<file path="src/rtl/wb_lfsr_sequencer.sv">
// Wishbone master for the wb_lfsr slave: writes seed and tap mask, then
// assembles bytes from eight single-bit reads with a one-cycle valid strobe.
module wb_lfsr_sequencer #(
    parameter int unsigned TIMEOUT   = 15,
    parameter bit          MSB_FIRST = 1'b1
) (
    input  logic       i_clk,
    input  logic       i_reset,
    input  logic       i_start,
    input  logic [7:0] i_seed,
    input  logic [7:0] i_taps,
    input  logic       i_rd_req,
    output logic [7:0] o_byte,
    output logic       o_byte_valid,
    output logic       o_busy,
    output logic       o_cfg_done,
    output logic       o_err,
    output logic       o_wb_cyc,
    output logic       o_wb_stb,
    output logic       o_wb_we,
    output logic       o_wb_addr,
    output logic [7:0] o_wb_data,
    input  logic       i_wb_stall,
    input  logic       i_wb_ack,
    input  logic       i_wb_data
);

    typedef enum logic [2:0] {
        S_IDLE,
        S_WR_SEED,
        S_WR_TAPS,
        S_READY,
        S_RD_BIT
    } state_t;

    localparam logic [7:0] TO_LAST = 8'(TIMEOUT - 1);

    state_t     state_q, state_d;
    logic       req_q, req_d;
    logic [7:0] tcnt_q, tcnt_d;
    logic [2:0] bcnt_q, bcnt_d;
    logic [7:0] sh_q, sh_d;
    logic [7:0] seed_q, seed_d;
    logic [7:0] taps_q, taps_d;
    logic [7:0] byte_q, byte_d;
    logic       valid_q, valid_d;
    logic       err_q, err_d;

    logic       busy;
    logic       ack_ok;
    logic       tout;
    logic [7:0] sh_next;

    assign busy   = (state_q == S_WR_SEED) || (state_q == S_WR_TAPS) ||
                    (state_q == S_RD_BIT);
    // Acks are honoured only once the request phase is over.
    assign ack_ok = ~req_q & i_wb_ack;
    assign tout   = (tcnt_q == TO_LAST) && !ack_ok;

    assign sh_next = MSB_FIRST ? {sh_q[6:0], i_wb_data} : {i_wb_data, sh_q[7:1]};

    always_ff @(posedge i_clk or posedge i_reset) begin
        if (i_reset) begin
            state_q <= S_IDLE;
            req_q   <= 1'b0;
            tcnt_q  <= '0;
            bcnt_q  <= '0;
            sh_q    <= '0;
            seed_q  <= '0;
            taps_q  <= '0;
            byte_q  <= '0;
            valid_q <= 1'b0;
            err_q   <= 1'b0;
        end else begin
            state_q <= state_d;
            req_q   <= req_d;
            tcnt_q  <= tcnt_d;
            bcnt_q  <= bcnt_d;
            sh_q    <= sh_d;
            seed_q  <= seed_d;
            taps_q  <= taps_d;
            byte_q  <= byte_d;
            valid_q <= valid_d;
            err_q   <= err_d;
        end
    end

    always_comb begin
        state_d = state_q;
        req_d   = req_q;
        tcnt_d  = tcnt_q;
        bcnt_d  = bcnt_q;
        sh_d    = sh_q;
        seed_d  = seed_q;
        taps_d  = taps_q;
        byte_d  = byte_q;
        valid_d = 1'b0;
        err_d   = err_q;

        if (busy) begin
            if (req_q && !i_wb_stall) begin
                req_d = 1'b0;
            end
            if (tcnt_q != 8'hFF) begin
                tcnt_d = tcnt_q + 8'd1;
            end
        end

        case (state_q)
            S_IDLE, S_READY: begin
                if (i_start) begin
                    state_d = S_WR_SEED;
                    seed_d  = (i_seed == 8'h00) ? 8'h01 : i_seed;
                    taps_d  = i_taps;
                    err_d   = 1'b0;
                    req_d   = 1'b1;
                    tcnt_d  = '0;
                end else if (i_rd_req && (state_q == S_READY)) begin
                    state_d = S_RD_BIT;
                    req_d   = 1'b1;
                    tcnt_d  = '0;
                    bcnt_d  = '0;
                    sh_d    = '0;
                end
            end
            S_WR_SEED: begin
                if (ack_ok) begin
                    state_d = S_WR_TAPS;
                    req_d   = 1'b1;
                    tcnt_d  = '0;
                end else if (tout) begin
                    state_d = S_IDLE;
                    req_d   = 1'b0;
                    err_d   = 1'b1;
                end
            end
            S_WR_TAPS: begin
                if (ack_ok) begin
                    state_d = S_READY;
                    req_d   = 1'b0;
                end else if (tout) begin
                    state_d = S_IDLE;
                    req_d   = 1'b0;
                    err_d   = 1'b1;
                end
            end
            S_RD_BIT: begin
                if (ack_ok) begin
                    sh_d   = sh_next;
                    bcnt_d = bcnt_q + 3'd1;
                    if (bcnt_q == 3'd7) begin
                        state_d = S_READY;
                        req_d   = 1'b0;
                        byte_d  = sh_next;
                        valid_d = 1'b1;
                    end else begin
                        req_d  = 1'b1;
                        tcnt_d = '0;
                    end
                end else if (tout) begin
                    // Partial byte is dropped; o_byte keeps the last good value.
                    state_d = S_READY;
                    req_d   = 1'b0;
                    err_d   = 1'b1;
                end
            end
            default: begin
                state_d = S_IDLE;
                req_d   = 1'b0;
            end
        endcase
    end

    assign o_busy       = busy;
    assign o_cfg_done   = (state_q == S_READY) || (state_q == S_RD_BIT);
    assign o_err        = err_q;
    assign o_byte       = byte_q;
    assign o_byte_valid = valid_q;
    assign o_wb_cyc     = busy;
    assign o_wb_stb     = busy & req_q;
    assign o_wb_we      = (state_q == S_WR_SEED) || (state_q == S_WR_TAPS);
    assign o_wb_addr    = (state_q == S_WR_TAPS);
    assign o_wb_data    = (state_q == S_WR_SEED) ? seed_q :
                          (state_q == S_WR_TAPS) ? taps_q : 8'h00;

endmodule

</file>
<file path="config.mk">
export PLATFORM = sky130hd
export DESIGN_NAME = wb_lfsr_sequencer
export DESIGN_NICKNAME = d
export VERILOG_FILES = /design/src/rtl/wb_lfsr_sequencer.sv
export SDC_FILE = /design/constraint.sdc
export NUM_CORES = 1
export LEC_CHECK = 0
export ABC_AREA = 1
export CAP_MARGIN = 25
export CORE_ASPECT_RATIO = 2
export CORE_MARGIN = 3
export CORE_UTILIZATION = 40
export CTS_CLUSTER_DIAMETER = 50
export CTS_CLUSTER_SIZE = 24
export DETAILED_ROUTE_END_ITERATION = 10
export PLACE_DENSITY = 0.64
export REMOVE_ABC_BUFFERS = 1
export SETUP_SLACK_MARGIN = 0.1
export SLEW_MARGIN = 30
export SYNTH_ARGS = -nofsm -noshare
export SYNTH_HDL_FRONTEND = slang
export SYNTH_SLANG_ARGS = --single-unit
</file>
<file path="constraint.sdc">
create_clock -name i_clk -period 2 [get_ports i_clk]
set_input_delay 0.6 -clock i_clk [delete_from_list [all_inputs] [get_ports i_clk]]
set_output_delay 0.6 -clock i_clk [all_outputs]
set_load 0.01 [all_outputs]
</file>
; After elaboration in Yosys (flattened, before gate mapping)
; Index checks and enable logic that the tools add are counted.
; W data, S select, Z words.
[totals]
ff_bits = 48
inputBits = 23
out_inout_bits = 24
word_cells = 95
[classes]
addsub = 2
n_eq_ne = 16
muxes = 45
bitwise_logic = 3
n_reduce_logical = 19
[ops]
columns = cell, count
row1 = $mux W8, 10
row2 = $mux W3, 11
row3 = $pmux W8 S3, 1
row4 = $mux W7, 3
row5 = $mux W1, 15
row6 = $pmux W7 S2, 1
row7 = $pmux W3 S4, 1
row8 = $ne A2 B2 Y1 const B, 5
row9 = $add A8 B1 Y8 const B, 1
row10 = $eq A8 B4 Y1 const B, 1
row11 = $logic_not A8 Y1, 1
row12 = $ne A8 B8 Y1 const B, 1
row13 = $reduce_and A4 Y1, 2
row14 = $eq A3 B2 Y1 const B, 2
row15 = $eq A3 B3 Y1 const B, 2
row16 = $ne A3 B3 Y1 const B, 2
row17 = $pmux W3 S2, 1
row18 = $reduce_and A3 Y1, 2
row19 = $pmux W1 S4, 1
row20 = $reduce_bool A2 Y1, 2
row21 = $add A3 B1 Y3 const B, 1
row22 = $eq A3 B1 Y1 const B, 1
row23 = $logic_and A1 B1 Y1, 3
row24 = $logic_not A3 Y1, 1
row25 = other kinds (10), 14

; Depth between registers and ports, before layout
[logic_depth]
ltp_word = 7
ltp_mapped = 10
mapped_depth_nobuf = 10

; Worst setup path before layout
; Ideal clock, no wire load.
[synth_timing]
path_kind = register -> output
start = register state_q[2]
end = output port o_wb_data[0]
t_arrival_ps = 1132
t_required_ps = 1400
slack_ps = 268
path_stages_with_launch = 6
n_path_buf = 0
cell_sequence = dfrtp_1 > nor2_1 > nand2_2 > clkinv_1 > nand2_1 > o21ai_0
[synth_between]
elab_chain_len = 3
elab_cells_between_ends = 4
classes_between = 2 x eq/ne / 2 x mux
[synth_rtl]
columns = item, line
row1 = from (decl), 38  ; state_t state_q, state_d;
row2 = from (signal assigned), 75  ; state_q <= state_d;
row3 = $eq A3 B2 Y1, n/a
row4 = net o_wb_addr, 21  ; output logic o_wb_addr,
row5 = $mux W8, 184  ; (state_q == S_WR_TAPS) ? taps_q : 8'h00;
row6 = $mux W8, 183  ; assign o_wb_data = (state_q == S_WR_SEED) ? seed_q :
row7 = to (decl), 22  ; output logic [7:0] o_wb_data,
; The timed path passes the listed nets, and every way through them passes these cells.

; Worst setup path in the final report
[layout_timing]
start = register state_q[2]
end = output port o_wb_stb
[layout_between]
elab_chain_len = 4
elab_cells_between_ends = 6
classes_between = 3 x eq/ne / 1 x bitwise / 2 x reduce/logical
[layout_rtl]
columns = item, line
row1 = $eq A3 B1 Y1 / $eq A3 B2 Y1 (equally long branches), 54  ; assign busy = (state_q == S_WR_SEED) || (state_q == S_WR_TAPS) ||
row2 = $logic_or A1 B1 Y1, 54
row3 = $logic_or A1 B1 Y1 *, 54
row4 = $and A1 B1 Y1 *, 180  ; assign o_wb_stb = busy & req_q;
row5 = to (decl), 19  ; output logic o_wb_stb,
; Every way passes the cells marked *; elsewhere a longest branch is shown, timed or not.

==> impl_results.md <==
- Chip width: 62.38 um
- Crit path time final: 1992 ps
- Most frequent cells in the layout: 94 x nand2_1, 48 x dfrtp_1, 44 x inv_1
- Port Buffer Count: 46
- IO Pins: 47
- Fin util: 55.51%
- Chip height: 118.8 um
- GRT Residual Overflow: 0
- Clock Skew: 6.386 ps
- Fill cells: 614
- Seq/Total Area, Yosys: 47.24%
- Maximum VDD drop: 0.0009209 V
- Worst-margin pin slew: 398.7 ps
- Placer congestion estimate: 0.8394
- Power Total: 4.438 mW
- Setup violators final: 0
- Global-route wire length before repair: 9922 um
- Num CTS Buffers: 5
- Synth cell types: 31
- GRT Overall Usage: 16.61%
- Initial antenna violation count: 0
- Reg clk slew, reported paths: 60 ps
- Tcrit/Tclk final: 99.61%
- FF-to-FF path depth: 10
- Hold Fails Final Rpt: 0
- Power per cell area: 1309 nW/um2
- Synth warnings: 0
- Lkg Pwr: 1.736 nW
- Area contributors post-synth: dfrtp_1 47%, nand2_1 14%, inv_1 6.6%
- Worst EP arrival: 1390 ps
- RSZ-0062 raised after global routing: true
- Area Overhead vs Synth: 33.32%
- Slew HR: 73.39%
- Max H-tree Level: 2
- Antenna fix cells: 0
- Dpl hpwl: 4473 um
- Slew Viols, Final: 0
- Yosys reg bits: 48
- Clock Sinks: 48
- Status: complete, no violations
- Std-Cell Rows: 40
- Achievable Freq: 502.0 MHz
- Commonest non-fill, non-tap cell in the layout: nand2_1
- Root Driver: clkbuf_16
- Crit end category: primary output
- R2R Setup Slk: 270 ps
- WP data required: 1400 ps
- CP Class: register to primary output
- Antenna-violating nets left: 0
- Core Box Area: 6106 um2
- Hold Path Sink: seed_q[6]
- Max-Cap Viols: 0
- Mean post-synth cell area: 7.970 um2
- Initial Utilization: 41.64%
- Clock Tree Buf Depth: 2
- Via count of the first global-routing pass: 2256
- WL/cell: 12.38 um
- Total die area: 7407 um2
- Hold Path Origin: seed_q[6]
- Critical path origin: state_q[2]
- R2r endpoint: sh_q[5]
- WL final: 5894 um
- Startpoint types: register
- Synth top area share: 47.24%
- Worst min path class: register to register
- TNS Setup: 0 ps
- Drt pass-1 iters: 4
- Iter 0 DRT Violations: 81
- Vias: 2234
- Dominant cell type by area after synthesis: dfrtp_1
- Largest net degree at the start of global routing: 49
- CTS tree: done
- Post-Syn Area: 2542 um2
- Via-to-Cell Ratio: 4.693
- CP max FO: 5
- Hold-critical path depth: 2
- Mapped Cells: 319
- Nets: 419
- Post-route DRC violation count: 0
- Worst-Skew Late Latency: 280 ps
- RR Startpoint: state_q[0]
- Fraction of layout cells with a size suffix above 1: 21.68%
[synthesized netlist by cell type]
cell      number
o211ai_1       1
inv_1         45
o22ai_1        2
buf_2          3
buf_12         1
clkinv_1       1
a21oi_1        2
nand3_4        1
buf_4          3
o21ai_2        8
ha_1           4
nand2_4        4
nor2_4         2
nand3_1       17
nand3_2        4
buf_6          2
nor3_1         1
nand2_2        1
inv_4          1
nand4_1        4
o21ai_0       24
nor2_2         2
or2_2          1
o21ai_4        1
nor2_1        29
inv_2          4
dfrtp_1       48
nand2_1       95
o21bai_1       1
o211ai_2       1
o21ai_1        6
[layout make-up]
| type | instances | area [um2] | area share, % |
|---|---|---|---|
| repair buffers | 74 | 633.1 | 18.68 |
| clock buffers | 7 | 152.6 | 4.503 |
| flip-flops and latches | 48 | 1201 | 35.44 |
| multi-input cells | 212 | 1099 | 32.41 |
| well taps | 84 | 105.1 | 3.101 |
| inverters | 51 | 198.9 | 5.869 |
[sequential cells by signal, summed over array words and instances (netlist names)]
name and flops:
sh_q 7, o_byte 8, seed_q 8, o_byte_valid 1
taps_q 8, o_err 1, state_q 3, req_q 1
tcnt_q 8, bcnt_q 3
[worst max-delay path, stage by stage (launching register included)]
cell and delay, ps:
dfrtp_1 420, nor2_2 170, nand2_4 80, buf_6 130
nand3_4 80, nand2_1 50, inv_1 70, buf_6 100
[what timing repair did]
action / 4_1_cts / 5_1_grt
setup endpoints to repair: 14 / 21
gates cloned: 1 / 0
hold buffers: 0 / 0
gates resized for setup: 68 / 6
pin swaps: 3 / 5
buffers inserted: 3 / 1
[worst max path at each step]
stage,end,depth (start not counted),slack (ps)
after floorplan,bcnt_q[0],1,260
after global placement,o_wb_data[1],4,-160
after detailed placement,o_wb_data[1],4,-180
after CTS,o_wb_data[6],5,20
after global routing,o_wb_stb,7,-60
final,o_wb_stb,7,8
[power breakdown]
part | internal, mW | switching (mW)
clock network | 0.525 | 0.330
registers | 1.27 | 0.184
logic | 0.888 | 1.24
[per-layer routing]
layer,track usage [%],part of all wire (%)
met1,17.61,39
met2,32.23,56
met3,2.281,3.0
met4,6.362,2.3
met5,0,0
[per-stage QoR]
stage	instance area, um2	instances	hold WS (ps)	worst slack [ps]
final	3390	476	484.6	7.875
after global routing	3390	476	506.2	-57.64
after CTS	3369	475	487.5	21.61
after global placement	3221	464	466.2	-156.6
after detailed placement	3221	464	470.6	-179.5
after floorplan	2462	310	449.2	255.5
[logic make-up after synthesis]
group	after synthesis	share of synthesized area (%)
buffers and inverters	60	10.78
adders and majority gates	4	1.969
AOI/OAI and AO/OA	46	11.27
DFF	48	47.24
and+or+nand+nor	161	28.74
Note: power is estimated with default switching activity, not from simulation.
==> RTL change 1 (same flow settings) <==
Change the parameter `MSB_FIRST` from 1'b1 to 1'b0.
--- a/src/rtl/wb_lfsr_sequencer.sv
+++ b/src/rtl/wb_lfsr_sequencer.sv
@@ -2,7 +2,7 @@
 // assembles bytes from eight single-bit reads with a one-cycle valid strobe.
 module wb_lfsr_sequencer #(
     parameter int unsigned TIMEOUT   = 15,
-    parameter bit          MSB_FIRST = 1'b1
+    parameter bit          MSB_FIRST = 1'b0
 ) (
     input  logic       i_clk,
     input  logic       i_reset,
Formal check against the unedited RTL: no difference found for any inputs over 10 cycles, from zero or initial values and one cycle with i_reset high; that may be too few to reach the edited logic, so the function may still have changed.
==> RTL change 1 against the unedited design <==
  * Wire length rose by 3.3%
  * Combinational power rose by 11%
  * Sequential cell count did not move
  * Cell area rose by 3.7%
  * Via count rose by 3.0%
  * Worst setup slack got worse by 0.0019 ns
  * Total power rose by 7.3%
  * Area after synthesis fell by 0.79%
  * Worst hold slack got worse by 0.0022 ns
  * Clock power rose by 7.7%
  * Largest cell class unchanged
  * Highest routed layer unchanged
==> RTL change 1: results (changes against the unedited design) <==
Run status: complete, no violations (unchanged). The share of post-route cells with drive strength above 1 came out at 25.6% (was 21.7%). Commonest cells post-synth: sky130_fd_sc_hd__nand2_1 (97), sky130_fd_sc_hd__dfrtp_1 (48), sky130_fd_sc_hd__inv_1 (45), sky130_fd_sc_hd__nor2_1 (29), sky130_fd_sc_hd__o21ai_0 (26) (was sky130_fd_sc_hd__nand2_1 (95), sky130_fd_sc_hd__dfrtp_1 (48), sky130_fd_sc_hd__inv_1 (45), sky130_fd_sc_hd__nor2_1 (29), sky130_fd_sc_hd__o21ai_0 (24)). The global router's overall resource usage came out at 17.5% (was 16.6%).

The proportion of synthesized chip area in sequential cells came out at 47.6% (was 47.2%). The detailed-route vias per instance is 4.73 (was 4.69). The relative max-transition margin was 68.7% (was 73.4%).

The layout filler cell count came out at 563 (was 614). The leakage power figure is 1.79 nW (was 1.74 nW). The number of antenna violations at the first check in global routing is 0 (unchanged). The global-route wire length before repair is 10.4 mm (was 9.92 mm). The minimum setup slack among reg-to-reg paths was 0.14 ns (was 0.27 ns). The critical register-to-register path startpoint is state_q[2] (was state_q[0]). The average cell area after synthesis came to 7.88 um2 (was 7.97 um2). The post-route non-filler standard cell count is 487 (was 476).

The setup skew after layout was 0.00486 ns (was 0.00639 ns). The routability congestion estimate is 0.833 (was 0.839). The end of the worst hold path is taps_q[0] (was seed_q[6]). The worst reg2reg path depth came out at 12 (was 10).

Dominant cells by area after synthesis: sky130_fd_sc_hd__dfrtp_1 (48%), sky130_fd_sc_hd__nand2_1 (14%), sky130_fd_sc_hd__inv_1 (6.7%) (was sky130_fd_sc_hd__dfrtp_1 (47%), sky130_fd_sc_hd__nand2_1 (14%), sky130_fd_sc_hd__inv_1 (6.6%)). The wire length after detailed routing is 6.09 mm (was 5.89 mm). The initial DRC count came out at 52 (was 81). The terminus of the critical flop-to-flop path is tcnt_q[2] (was sh_q[5]). The worst IR drop on VDD is 0.753 mV (was 0.921 mV).

The post-DP HPWL came out at 4.34 mm (was 4.47 mm). The source of the worst hold timing path is taps_q[0] (was seed_q[6]). The count of cell types in the netlist came out at 30 (was 31).
## RTL change 1: per-layer routing
layer	global-route usage, %	share of wire, %
met5	0	0
met4	7.76	1.9
met3	3.14	3.0
met2	35.3	59
met1	16.4	36
## RTL change 1: cell type report
type                    count  share of cell area, %
clock buffers               5                   3.56
clock inverters             1                  0.854
inverters                  51                   5.91
multi-input cells         213                   32.1
flip-flops and latches     48                   34.2
well taps                  84                   2.99
repair buffers             84                   20.2
repair inverters            1                  0.214
## RTL change 1: critical path, delay by kind of cell, from the launching register on
| family | cells | cell delay, ns |
|---|---|---|
| flops | 1 | 0.41 |
| buf+inv | 4 | 0.45 |
| compound gates | 1 | 0.15 |
| simple gates | 1 | 0.10 |
## RTL change 1: through the flow
stage          setup WS [ns]  hold slack, ns  total power, mW  cell area (um2)
2_1_floorplan          0.256           0.449             2.67             2460
3_3_place_gp          -0.174           0.467             3.60             3240
3_5_place_dp          -0.190           0.469             3.64             3240
4_1_cts              0.00642           0.486             4.64             3430
5_1_grt              -0.0689           0.496             5.12             3520
6_report             0.00592           0.482             4.76             3520
## RTL change 1: worst max-delay path by stage
| stage | startpoint | end | slack [ns] | cells past startpoint |
|---|---|---|---|---|
| 3_3_place_gp | state_q[1] | o_wb_data[7] | -0.17 | 4 |
| 2_1_floorplan | i_reset | bcnt_q[0] | 0.26 | 1 |
| 3_5_place_dp | state_q[1] | o_wb_data[7] | -0.19 | 4 |
| 4_1_cts | state_q[1] | o_wb_stb | 0.006 | 7 |
| 6_report | state_q[2] | o_wb_data[7] | 0.006 | 6 |
| 5_1_grt | state_q[0] | o_wb_stb | -0.07 | 7 |
## RTL change 1: cells by family after synthesis
group | share of synthesized area (%)
compound gates | 11.0
buf+inv | 10.2
simple gates | 29.2
flops | 47.6
fa+ha+maj | 1.98
## RTL change 1: what timing repair did
| action | 4_1_cts | 5_1_grt |
|---|---|---|
| cloned | 1 | 1 |
| resized for setup | 73 | 14 |
| hold endpoints to repair | 0 | 0 |
| pin swaps | 6 | 11 |
| buffers inserted | 6 | 5 |
| endpoints found under the setup margin | 14 | 16 |
## RTL change 1: power breakdown
| part | internal [mW] | switching, mW | total [mW] |
|---|---|---|---|
| clock network | 0.576 | 0.345 | 0.920 |
| logic | 1.04 | 1.33 | 2.37 |
| registers | 1.27 | 0.202 | 1.48 |
==> RTL change 2 (config.mk and constraints unchanged) <==
Made on the original files. Make the reset (`i_reset`) synchronous in one clocked block.
--- a/src/rtl/wb_lfsr_sequencer.sv
+++ b/src/rtl/wb_lfsr_sequencer.sv
@@ -59,7 +59,7 @@
 
     assign sh_next = MSB_FIRST ? {sh_q[6:0], i_wb_data} : {i_wb_data, sh_q[7:1]};
 
-    always_ff @(posedge i_clk or posedge i_reset) begin
+    always_ff @(posedge i_clk) begin
         if (i_reset) begin
             state_q <= S_IDLE;
             req_q   <= 1'b0;
Behaviour: differs if i_reset is asserted again (counterexample within 4 cycles, from zero or initial values and one cycle with i_reset high); with i_reset held inactive, the same outputs for 10 cycles.
==> RTL change 2 against the unedited design <==
  * The flow now finishes with violations (negative setup slack)
  * Highest routed layer unchanged
  * Critical path depth did not move
  * Area after synthesis shrank 11%
  * Largest cell class is now multi-input gates
  * Combinational power fell by 14%
  * Largest power group unchanged
  * Worst setup slack lost 0.053 ns
  * Synthesized cell count fell by 6.0%
  * Total power fell by 12%
  * Cell area shrank 5.9%
  * First-iteration DRC count rose by 8.6%
  * Sequential cell count stayed put
  * Wire length rose by 5.2%
  * Worst hold slack worse by 0.030 ns
  * Critical path type unchanged
==> RTL change 2: results (changes against the unedited design) <==
The critical path data arrival time came out at 1.45 ns (was 1.39 ns). The post-synthesis async set-or-reset flop share was 0% (was 100%). The wire length after detailed routing came to 6.20 mm (was 5.89 mm). The minimum setup slack in the final design is -0.0451 ns (was 0.00787 ns).

The total negative slack for setup checks came out at -0.123 ns (was 0 ns). The compound-cell area share of the yosys netlist came out at 18.0% (was 11.3%). The pin count of the biggest net entering global routing came out at 26 (was 49). Run status: complete, but fails checks (was complete, no violations). The register clock-pin slew on the reported worst setup and hold paths is 0.09 ns (was 0.06 ns). The count of final setup violators came out at 3 (was 0). The count of cell types in the netlist was 32 (was 31).

The post-route non-filler standard cell count came out at 438 (was 476). The count of placed standard cells including taps is 420 (was 464). Commonest cells post-synth: sky130_fd_sc_hd__dfxtp_1 (48), sky130_fd_sc_hd__nor2_1 (48), sky130_fd_sc_hd__nand2_1 (35), sky130_fd_sc_hd__o21ai_0 (30), sky130_fd_sc_hd__inv_1 (28) (was sky130_fd_sc_hd__nand2_1 (95), sky130_fd_sc_hd__dfrtp_1 (48), sky130_fd_sc_hd__inv_1 (45), sky130_fd_sc_hd__nor2_1 (29), sky130_fd_sc_hd__o21ai_0 (24)).

The routability congestion estimate came out at 0.842 (was 0.839). The share of post-route cells with drive strength above 1 is 25.4% (was 21.7%). The xor and xnor fraction of the mapped netlist area is 1.16% (was 0%). The met3 demand-to-capacity share in global routing came out at 2.99% (was 2.28%). The minimum setup slack among reg-to-reg paths came to 0.23 ns (was 0.27 ns). The adder and majority gate portion of the synthesized area is 2.21% (was 1.97%). The worst slack on hold paths came out at 0.455 ns (was 0.485 ns). The fraction of met2 tracks used by global routing came out at 37.0% (was 32.2%).

The critical-path cell with the highest stage delay is sky130_fd_sc_hd__dfxtp_4 (was sky130_fd_sc_hd__dfrtp_1). The fraction of met1 tracks used by global routing came out at 19.3% (was 17.6%). The clock insertion delay at the later pin of the skew report is 0.30 ns (was 0.28 ns). The worst IR drop on VDD is 0.772 mV (was 0.921 mV).

The final reports fail on negative setup slack. The detailed-route vias per instance is 5.20 (was 4.69). The leakage power figure is 1.39 nW (was 1.74 nW).
[RTL change 2: path summary, 6_finish.rpt]
path                            cells past startpoint  startpoint            to
worst max-delay path                                7  state_q[1]  o_wb_data[0]
worst min-delay path                                2       o_err         o_err
worst max register to register                      8   tcnt_q[0]     tcnt_q[1]
worst min register to register                      2       o_err         o_err
[RTL change 2: per-stage QoR]
| step | util, % | cell area (um2) |
|---|---|---|
| after floorplan | - | 2190 |
| after global placement | 53.5 | 2920 |
| after detailed placement | 53.5 | 2920 |
| after CTS | 57.5 | 3140 |
| after global routing | 58.3 | 3190 |
| final | 58.3 | 3190 |
[RTL change 2: cells by family (layout without fill, tap and decap cells)]
| logic type | count (synthesis) | after routing |
|---|---|---|
| AOI/OAI and AO/OA | 68 | 68 |
| xor gates and xnor gates | 3 | 3 |
| adders and majority gates | 4 | 4 |
| buffers and inverters | 46 | 124 |
| DFF | 48 | 48 |
| and+or+nand+nor | 131 | 131 |
[RTL change 2: layout make-up]
class                      instances  area (um2)
tap                               60        75.1
inverter                          35         156
multi-input combinational        206        1150
sequential                        48         970
clock inverter                     3        46.3
timing repair buffer              81         727
fill                             480        2280
clock buffer                       5        68.8
[RTL change 2: critical path: cells and delay by family, from the launching register on]
kind                   cells  cell delay (ns)
AO/OA/AOI/OAI              1             0.19
buffers and inverters      5             0.48
flip-flops                 1             0.41
AND/OR/NAND/NOR            1             0.06
[RTL change 2: repair_timing]
action / in CTS / in global routing
gates resized for setup: 82 / 12
hold buffers: 0 / 0
buffers inserted: 8 / 6
pin swaps: 2 / 3
endpoints found under the setup margin: 14 / 14
[RTL change 2: layer usage]
metal	routed length, um	vias to the layer above	part of all wire, %
met1	2270	1053	37
met2	3490	59	56
met4	240	0	3.9
met5	0	-	0
met3	197	18	3.2
li1	-	1148	-
[RTL change 2: power by group]
| group | internal [mW] | switching, mW | total, mW |
|---|---|---|---|
| Combinational | 0.846 | 0.995 | 1.84 |
| Clock | 0.377 | 0.340 | 0.717 |
| Sequential | 1.18 | 0.189 | 1.37 |
